--- config.mk ---
export PLATFORM = sky130hd
export DESIGN_NAME = argmax_stream
export DESIGN_NICKNAME = d
export VERILOG_FILES = /design/src/rtl/argmax_stream.sv
export SDC_FILE = /design/constraint.sdc
export NUM_CORES = 1
export LEC_CHECK = 0
export BUFFER_PORTS_ARGS = -buffer_cell sky130_fd_sc_hd__clkbuf_2
export CELL_PAD_IN_SITES_DETAIL_PLACEMENT = 1
export CELL_PAD_IN_SITES_GLOBAL_PLACEMENT = 1
export CORE_AREA = 8 8 80 82
export CTS_CLUSTER_SIZE = 40
export DETAILED_ROUTE_END_ITERATION = 12
export DIE_AREA = 0 0 88 90
export HOLD_SLACK_MARGIN = 0.02
export MAX_ROUTING_LAYER = met4
export PLACE_DENSITY_LB_ADDON = 0.3
export REMOVE_ABC_BUFFERS = 1
export SYNTH_ARGS = -nofsm -noshare
export SYNTH_HDL_FRONTEND = slang
export SYNTH_SLANG_ARGS = --single-unit
--- constraint.sdc ---
create_clock -name clk -period 3.4 [get_ports clk]
set_clock_uncertainty 0.2 [all_clocks]
set_input_delay 0.68 -clock clk [delete_from_list [all_inputs] [get_ports clk]]
set_output_delay 0.68 -clock clk [all_outputs]
set_load 0.01 [all_outputs]
--- src/rtl/argmax_stream.sv ---
`default_nettype none
// ============================================================================
//  Module   : argmax_stream
//  Brief    : Streaming argmax over one node row of class scores, emitted with
//             winning class, score and node index over a valid/ready link.
//  Revision : 1.0 - initial release
// ============================================================================
module argmax_stream #(
    parameter int DOT_PROD_WIDTH    = 16,
    parameter int NUM_CLASSES       = 3,
    parameter int LANES             = 1,
    parameter int NUM_NODES         = 6,
    parameter int SIGNED_MODE       = 0,
    parameter int MAX_ADDRESS_WIDTH = $clog2(NUM_CLASSES),
    parameter int NODE_BW           = $clog2(NUM_NODES)
) (
    input  logic                              clk,
    input  logic                              rst_n,
    input  logic                              in_valid,
    output logic                              in_ready,
    input  logic [LANES*DOT_PROD_WIDTH-1:0]   in_data,
    output logic                              out_valid,
    input  logic                              out_ready,
    output logic [MAX_ADDRESS_WIDTH-1:0]      out_class,
    output logic [DOT_PROD_WIDTH-1:0]         out_max,
    output logic [NODE_BW-1:0]                out_node,
    output logic                              graph_done
);

    localparam int C_BEATS   = (NUM_CLASSES + LANES - 1) / LANES;
    localparam int C_BEAT_BW = (C_BEATS > 1) ? $clog2(C_BEATS) : 1;
    localparam logic [C_BEAT_BW-1:0] C_LAST_BEAT = C_BEAT_BW'(C_BEATS - 1);
    localparam logic [NODE_BW-1:0]   C_LAST_NODE = NODE_BW'(NUM_NODES - 1);

    typedef enum logic [1:0] {
        S_IDLE  = 2'd0,
        S_ACCUM = 2'd1,
        S_HOLD  = 2'd2
    } state_t;

    state_t                         r_state;
    state_t                         w_state_next;
    logic                           r_live;
    logic [C_BEAT_BW-1:0]           r_beat;
    logic [MAX_ADDRESS_WIDTH-1:0]   r_class;
    logic [DOT_PROD_WIDTH-1:0]      r_max;
    logic [NODE_BW-1:0]             r_node;

    logic [DOT_PROD_WIDTH-1:0]      w_lane [LANES];
    logic [DOT_PROD_WIDTH-1:0]      w_beat_max;
    logic [MAX_ADDRESS_WIDTH-1:0]   w_beat_idx;
    logic                           w_accept;
    logic                           w_last_beat;
    logic                           w_out_hs;

    generate
        for (genvar k = 0; k < LANES; k++) begin : g_lane
            assign w_lane[k] = in_data[k*DOT_PROD_WIDTH +: DOT_PROD_WIDTH];
        end
    endgenerate

    function automatic logic f_gt(input logic [DOT_PROD_WIDTH-1:0] a,
                                  input logic [DOT_PROD_WIDTH-1:0] b);
        if (SIGNED_MODE != 0)
            return $signed(a) > $signed(b);
        else
            return a > b;
    endfunction

    // Lane 0 always carries a real class; higher lanes may pad past the last class.
    always_comb begin
        w_beat_max = w_lane[0];
        w_beat_idx = MAX_ADDRESS_WIDTH'(int'(r_beat) * LANES);
        for (int k = 1; k < LANES; k++) begin
            if ((int'(r_beat) * LANES + k < NUM_CLASSES) && f_gt(w_lane[k], w_beat_max)) begin
                w_beat_max = w_lane[k];
                w_beat_idx = MAX_ADDRESS_WIDTH'(int'(r_beat) * LANES + k);
            end
        end
    end

    assign w_accept    = in_valid & in_ready;
    assign w_last_beat = (r_beat == C_LAST_BEAT);
    assign w_out_hs    = (r_state == S_HOLD) & out_ready;

    always_comb begin
        w_state_next = r_state;
        in_ready     = r_live & (r_state != S_HOLD);
        out_valid    = (r_state == S_HOLD);
        case (r_state)
            S_IDLE:  if (w_accept) w_state_next = (C_BEATS == 1) ? S_HOLD : S_ACCUM;
            S_ACCUM: if (w_accept && w_last_beat) w_state_next = S_HOLD;
            S_HOLD:  if (out_ready) w_state_next = S_IDLE;
            default: w_state_next = S_IDLE;
        endcase
    end

    always_ff @(posedge clk or negedge rst_n) begin
        if (!rst_n) begin
            r_state <= S_IDLE;
            r_live  <= 1'b0;
        end else begin
            r_state <= w_state_next;
            r_live  <= 1'b1;
        end
    end

    always_ff @(posedge clk or negedge rst_n) begin
        if (!rst_n) begin
            r_beat  <= '0;
            r_class <= '0;
            r_max   <= '0;
            r_node  <= '0;
        end else begin
            if (w_accept) begin
                // Strictly-greater replacement keeps the earlier beat on ties.
                if (r_state == S_IDLE || f_gt(w_beat_max, r_max)) begin
                    r_max   <= w_beat_max;
                    r_class <= w_beat_idx;
                end
                r_beat <= w_last_beat ? '0 : r_beat + C_BEAT_BW'(1);
            end
            if (w_out_hs)
                r_node <= (r_node == C_LAST_NODE) ? '0 : r_node + NODE_BW'(1);
        end
    end

    assign out_class  = r_class;
    assign out_max    = r_max;
    assign out_node   = r_node;
    assign graph_done = w_out_hs & (r_node == C_LAST_NODE);

endmodule
`default_nettype wire

==> impl_metrics.json, run 1 <==
{
  "cts_root_buf": "clkbuf_8",
  "maxCapViolCount": 0,
  "cp_data_required_time_ns": 3.36,
  "via_per_inst": 4.472,
  "num_io_pins": 44,
  "drt_iter0_markers": 9,
  "die_h_um": 90,
  "drive_gt1_frac": 0.3944,
  "grt_start_max_net_pins": 27,
  "final_cells": 252,
  "ant_nets": 0,
  "critPathLaunch": "in_data[15]",
  "top_usage_layer": "met2",
  "post_cts_buffers": 0,
  "met1_usage": 0.1166,
  "final_util": 0.3563,
  "clk-insertion-delay-late_ns": 0.27,
  "post_dp_cell_area_mm2": 0.001794,
  "core_mm2": 0.005236,
  "vdd_drop_max_uv": 351.0,
  "drc": 0,
  "r2r_end": "out_max[8]",
  "cts.sinks": 26,
  "num_vias": 1127,
  "ys_async_sr_fraction": 1.000,
  "synth_top_cell_area_share": 0.4355,
  "cpPeakStageDelay_ns": 0.35,
  "r2r_setup_slack_ns": 0.75,
  "synthCells": 132,
  "cts_resized": 0,
  "nFillCells": 607,
  "synth.cell_area_mm2": 0.001494,
  "finalSetupViolCount": 0,
  "path_cells": "clkbuf_2 -> ha_1 -> nand4_2 -> nor4_2 -> o21ai_1 -> a31oi_4 -> buf_4 -> mux2_4",
  "synth.area.top_cells": "dfrtp_1, ha_1, mux2_4",
  "grt_antenna_before_repair": 0,
  "tightest_slew_ns": 0.6697,
  "h-tree-depth": 1,
  "holdBufCountCts": 0,
  "cts_max_path_buffers": 2,
  "track_usage": 0.1047,
  "finalHoldViolations": 0,
  "fp.dieArea_mm2": 0.007920,
  "num_rows": 27,
  "antennaDiodeCount": 0,
  "die_w_um": 88,
  "nNetsFinal": 217,
  "rsz0062_at_grt": "false",
  "hpwl_mm": 3.088,
  "drt-total-wl_mm": 3.637,
  "cts_buffers": 3,
  "cp-start-kind": "primary input",
  "ys_ff_latch": 26,
  "place_inst": 248,
  "syn_avg_cell_area_um2": 11.32,
  "fin_area_mm2": 0.001866,
  "start_util": 0.2853,
  "ys.warnings.count": 0,
  "p_total_uw": 1509,
  "synth-seq-area-share": 0.4355,
  "grt_pass1_vias": 1319,
  "worst-path-max-fanout": 8,
  "dr.pass1.iters": 4,
  "pwr_density_cell_mw_per_mm2": 808.7,
  "synth_edf_count": 0,
  "clkSlewWorstSetupHoldPaths_ns": 0.10,
  "yosys_most_used_dff": "dfrtp_1",
  "worstPathArrival_ns": 2.66,
  "cts_tree": "yes",
  "drv_slew": 0,
  "synth.top_cells.by_count": "dfrtp_1, inv_1, ha_1",
  "min_period_ns": 2.701,
  "fmax_ghz": 0.3703,
  "worstRegToRegCells": 8,
  "crit_buf_inv": 2,
  "crit_type": "primary input to flop",
  "path_delay_family": "simple AND/OR/NAND/NOR gates",
  "overflow": 0,
  "grt_pass1_wl_mm": 6.534,
  "grt_use_met2": 0.1808,
  "synth_most_common_cell": "dfrtp_1",
  "synth.distinct_cells": 26,
  "status": "finished clean",
  "synth_area_leader_cell": "dfrtp_1",
  "cpMaxStageDelayCell": "nor4_2",
  "r2r-start": "out_max[15]",
  "area_growth_pct": 24.87,
  "finalCritPeriodShare": 0.7943,
  "hold_class": "primary input to asynchronous set/reset pin",
  "avgRoutedWirePerCell_um": 14.43,
  "io_buffers": 43,
  "cp-end-kind": "flop",
  "p_leak_uw": 0.0009778,
  "place_congestion": 0.7232,
  "slew_headroom": 0.5535,
  "fin_setup_tns_ns": 0,
  "met3_usage": 0.02730
}
-- placed cells by master, fill, tap and decap left out, drive strengths merged, types with 3 or more instances in the layout --
| master | synthesis | routed |
|---|---|---|
| nand4 | 4 | 4 |
| nand3 | 3 | 3 |
| nand2 | 9 | 9 |
| a21o | 3 | 3 |
| mux2 | 18 | 18 |
| a21oi | 8 | 8 |
| o21ai | 4 | 4 |
| nor3 | 4 | 4 |
| nor2 | 3 | 3 |
| dfrtp | 26 | 26 |
| ha | 16 | 16 |
| inv | 19 | 19 |
| nand2b | 3 | 3 |
| clkbuf | 0 | 46 |
-- per-stage QoR --
stage	setup WS (ns)	hold WS, ns
6_report	0.6995	0.2218
5_1_grt	0.5377	0.2810
4_1_cts	0.6686	0.2681
3_5_place_dp	0.3645	0.3060
3_3_place_gp	0.4589	0.2918
2_1_floorplan	0.5532	0.1844
-- cells by family after synthesis --
family          share of synthesized area
other cells                      0.002510
compound gates                    0.08375
buf+inv                           0.06114
simple gates                       0.1164
fa+ha+maj                          0.1340
flops                              0.4355
mux                                0.1608
xor+xnor                         0.005864
-- area by class of cell --
type,count,area (um2),area share
multi-input combinational,86,752.0,0.4031
sequential,26,650.6,0.3488
timing repair buffer,45,230.2,0.1234
tap,72,90.09,0.04829
inverter,19,71.32,0.03823
clock buffer,3,41.29,0.02213
clock inverter,1,30.03,0.01610
-- worst max path at each step --
stage | endpoint | slack [ns] | cells past startpoint
2_1_floorplan | out_max[0] | 0.55 | 6
5_1_grt | out_max[11] | 0.54 | 8
3_3_place_gp | out_max[8] | 0.46 | 8
4_1_cts | out_max[11] | 0.67 | 8
3_5_place_dp | out_max[11] | 0.36 | 8
6_report | out_max[8] | 0.70 | 8
-- flip-flops by register name, indices dropped and copies added, names as in the netlist --
name and count:
out_max 16, out_class 2, out_node 3, r_live 1
r_beat 2, r_state 2
-- per-layer routing --
layer	wire length, um	part of all wire
met1	1568	0.43
met4	25	0.0069
met5	0	0
met2	1853	0.51
met3	190	0.052
-- power breakdown --
| group | internal (uW) | switching (uW) |
|---|---|---|
| registers | 440 | 111 |
| clock network | 158 | 102 |
| logic | 357 | 341 |
| total | 955 | 554 |
No activity file was read; power rests on OpenSTA's default activity.
==> run 2, diff against run 1 <==
Clock period 3.4 ns to 2.5 ns, I/O delays scaled along.
==> impl_metrics.json, run 2 (synthesized netlist as in run 1, its figures left out) <==
{
  "maxCapViolCount": 0,
  "nFillCells": 598,
  "die_w_um": 88,
  "place_inst": 253,
  "io_buffers": 43,
  "p_leak_uw": 0.001013,
  "status": "finished clean",
  "regArea_um2": 650.6,
  "grt_pass1_wl_mm": 6.016,
  "path_cells": "inv_1 -> ha_4 -> nand4_1 -> nor4_4 -> o21ai_2 -> a31oi_4 -> buf_6 -> mux2_2",
  "finalCritPeriodShare": 0.9472,
  "cts_max_path_buffers": 2,
  "finalSetupViolCount": 0,
  "start_util": 0.2853,
  "p_int_uw": 1316,
  "r2r_setup_slack_ns": 0.13,
  "die_h_um": 90,
  "p_sw_uw": 805.9,
  "via_per_inst": 4.525,
  "cp-end-kind": "flop",
  "r2r_end": "out_max[7]",
  "worstPathArrival_ns": 2.33,
  "multiInputGateArea_um2": 833.3,
  "grt_pass1_vias": 1352,
  "path_delay_family": "simple AND/OR/NAND/NOR gates",
  "drv_slew": 0,
  "track_usage": 0.09671,
  "cts_tree": "yes",
  "drive_gt1_frac": 0.4545,
  "place_congestion": 0.7606,
  "fp.dieArea_mm2": 0.007920,
  "ant_nets": 0,
  "core_mm2": 0.005236,
  "final_cell_mix": "clkbuf_2, dfrtp_1, inv_1, ha_1, mux2_4",
  "num_io_pins": 44,
  "vdd_drop_max_uv": 372.0,
  "cpPeakStageDelay_ns": 0.38,
  "antennaDiodeCount": 0,
  "fmax_ghz": 0.4223,
  "final_util": 0.3804,
  "crit_type": "flop to flop",
  "p_sw_frac": 0.3798,
  "rsz0062_at_grt": "false",
  "worstRegToRegCells": 8,
  "dr.pass1.iters": 2,
  "nNetsFinal": 225,
  "h-tree-depth": 1,
  "r2r-start": "out_max[8]",
  "clkSlewWorstSetupHoldPaths_ns": 0.09,
  "final_common_cell": "clkbuf_2",
  "cp-start-kind": "flop",
  "final_cells": 259,
  "cpMaxStageDelayCell": "dfrtp_1",
  "grt_antenna_before_repair": 0,
  "hold_class": "primary input to asynchronous set/reset pin",
  "drc": 0,
  "drt_iter0_markers": 17,
  "drt-total-wl_mm": 3.635,
  "cts_buffers": 3,
  "clkPwrFrac": 0.113,
  "crit_buf_inv": 2,
  "clk-insertion-delay-late_ns": 0.27,
  "fin_setup_tns_ns": 0,
  "cp_data_required_time_ns": 2.46,
  "area_growth_pct": 33.33,
  "p_seq_frac": 0.353,
  "finalHoldViolations": 0,
  "worst-path-max-fanout": 6,
  "overflow": 0,
  "num_vias": 1172,
  "cts_root_buf": "clkbuf_8",
  "avgRoutedWirePerCell_um": 14.03,
  "holdBufCountCts": 0,
  "slew_headroom": 0.5392,
  "min_period_ns": 2.368,
  "largest_reg_flops": 16,
  "grt_start_max_net_pins": 27,
  "cts.sinks": 26,
  "hpwl_mm": 3.014,
  "tightest_slew_ns": 0.6912,
  "comb_power_share": 0.534,
  "num_rows": 27,
  "pwr_density_cell_mw_per_mm2": 1065
}
run 2: changes by cell type in the layout (fill, tap and decap cells not counted):
cell / change
nor3_2: +2
o21ai_2: +1
ha_1: -4
nor4_2: -1
o21ai_1: -1
nand4_4: +1
nor4_4: +1
ha_4: +4
nand4_2: -1
buf_4: +5
nor3_1: -2
bufinv_16: -1
buf_6: +2
buf_8: +1
run 2: how the worst max path moves through the flow:
stage | end | cells after the start | slack (ns) | from
floorplan | out_max[0] | 6 | -0.17 | in_data[15]
global placement | out_max[8] | 8 | -0.08 | in_data[15]
detailed placement | out_max[13] | 9 | -0.15 | in_data[15]
CTS | out_max[9] | 8 | 0.04 | out_max[15]
global route | out_max[7] | 8 | 0.005 | out_max[9]
finish | out_max[7] | 8 | 0.13 | out_max[8]
run 2: worst reg2reg max path, cell delays in order (launching register included):
cell     delay [ns]
dfrtp_1        0.38
inv_1          0.08
ha_4           0.27
nand4_1        0.16
nor4_4         0.34
o21ai_2        0.11
a31oi_4        0.24
buf_6          0.17
mux2_2         0.33
run 2: layout make-up:
type | instances | area share
tap | 72 | 0.04523
sequential | 26 | 0.3266
inverter | 19 | 0.03580
clock buffer | 3 | 0.02073
timing repair buffer | 53 | 0.1533
multi-input combinational | 86 | 0.4183
run 2: what timing repair did:
item | in CTS | in global routing
setup buffers | 0 | 3
setup endpoints to repair | 0 | 18
gates resized for setup | 0 | 13
run 2: metal layers:
| metal | vias to the layer above | track usage | wire length (um) |
|---|---|---|---|
| met2 | 30 | 0.1594 | 1822 |
| met5 | - | - | 0 |
| li1 | 568 | - | - |
| met4 | 0 | 0.03013 | 36 |
| met1 | 570 | 0.1101 | 1558 |
| met3 | 4 | 0.02548 | 218 |
run 2: power by group through the flow:
| stage | Clock, uW | Combinational [uW] | Sequential (uW) |
|---|---|---|---|
| after global routing | 270 | 1260 | 780 |
| after global placement | 0 | 977 | 745 |
| after CTS | 253 | 1020 | 755 |
| final | 239 | 1130 | 749 |
| after floorplan | 0 | 559 | 803 |
| after detailed placement | 0 | 1020 | 761 |
run 2: stage by stage:
stage          area (um2)  setup slack, ns  hold WS (ns)  total power [uW]
3_3_place_gp         1832         -0.08170        0.2846              1722
6_report             1992           0.1321       0.05291              2122
5_1_grt              1992         0.004767       0.09132              2312
2_1_floorplan        1474          -0.1668      0.004409              1362
3_5_place_dp         1832          -0.1454        0.2976              1781
4_1_cts              1873          0.03847       0.07133              2031
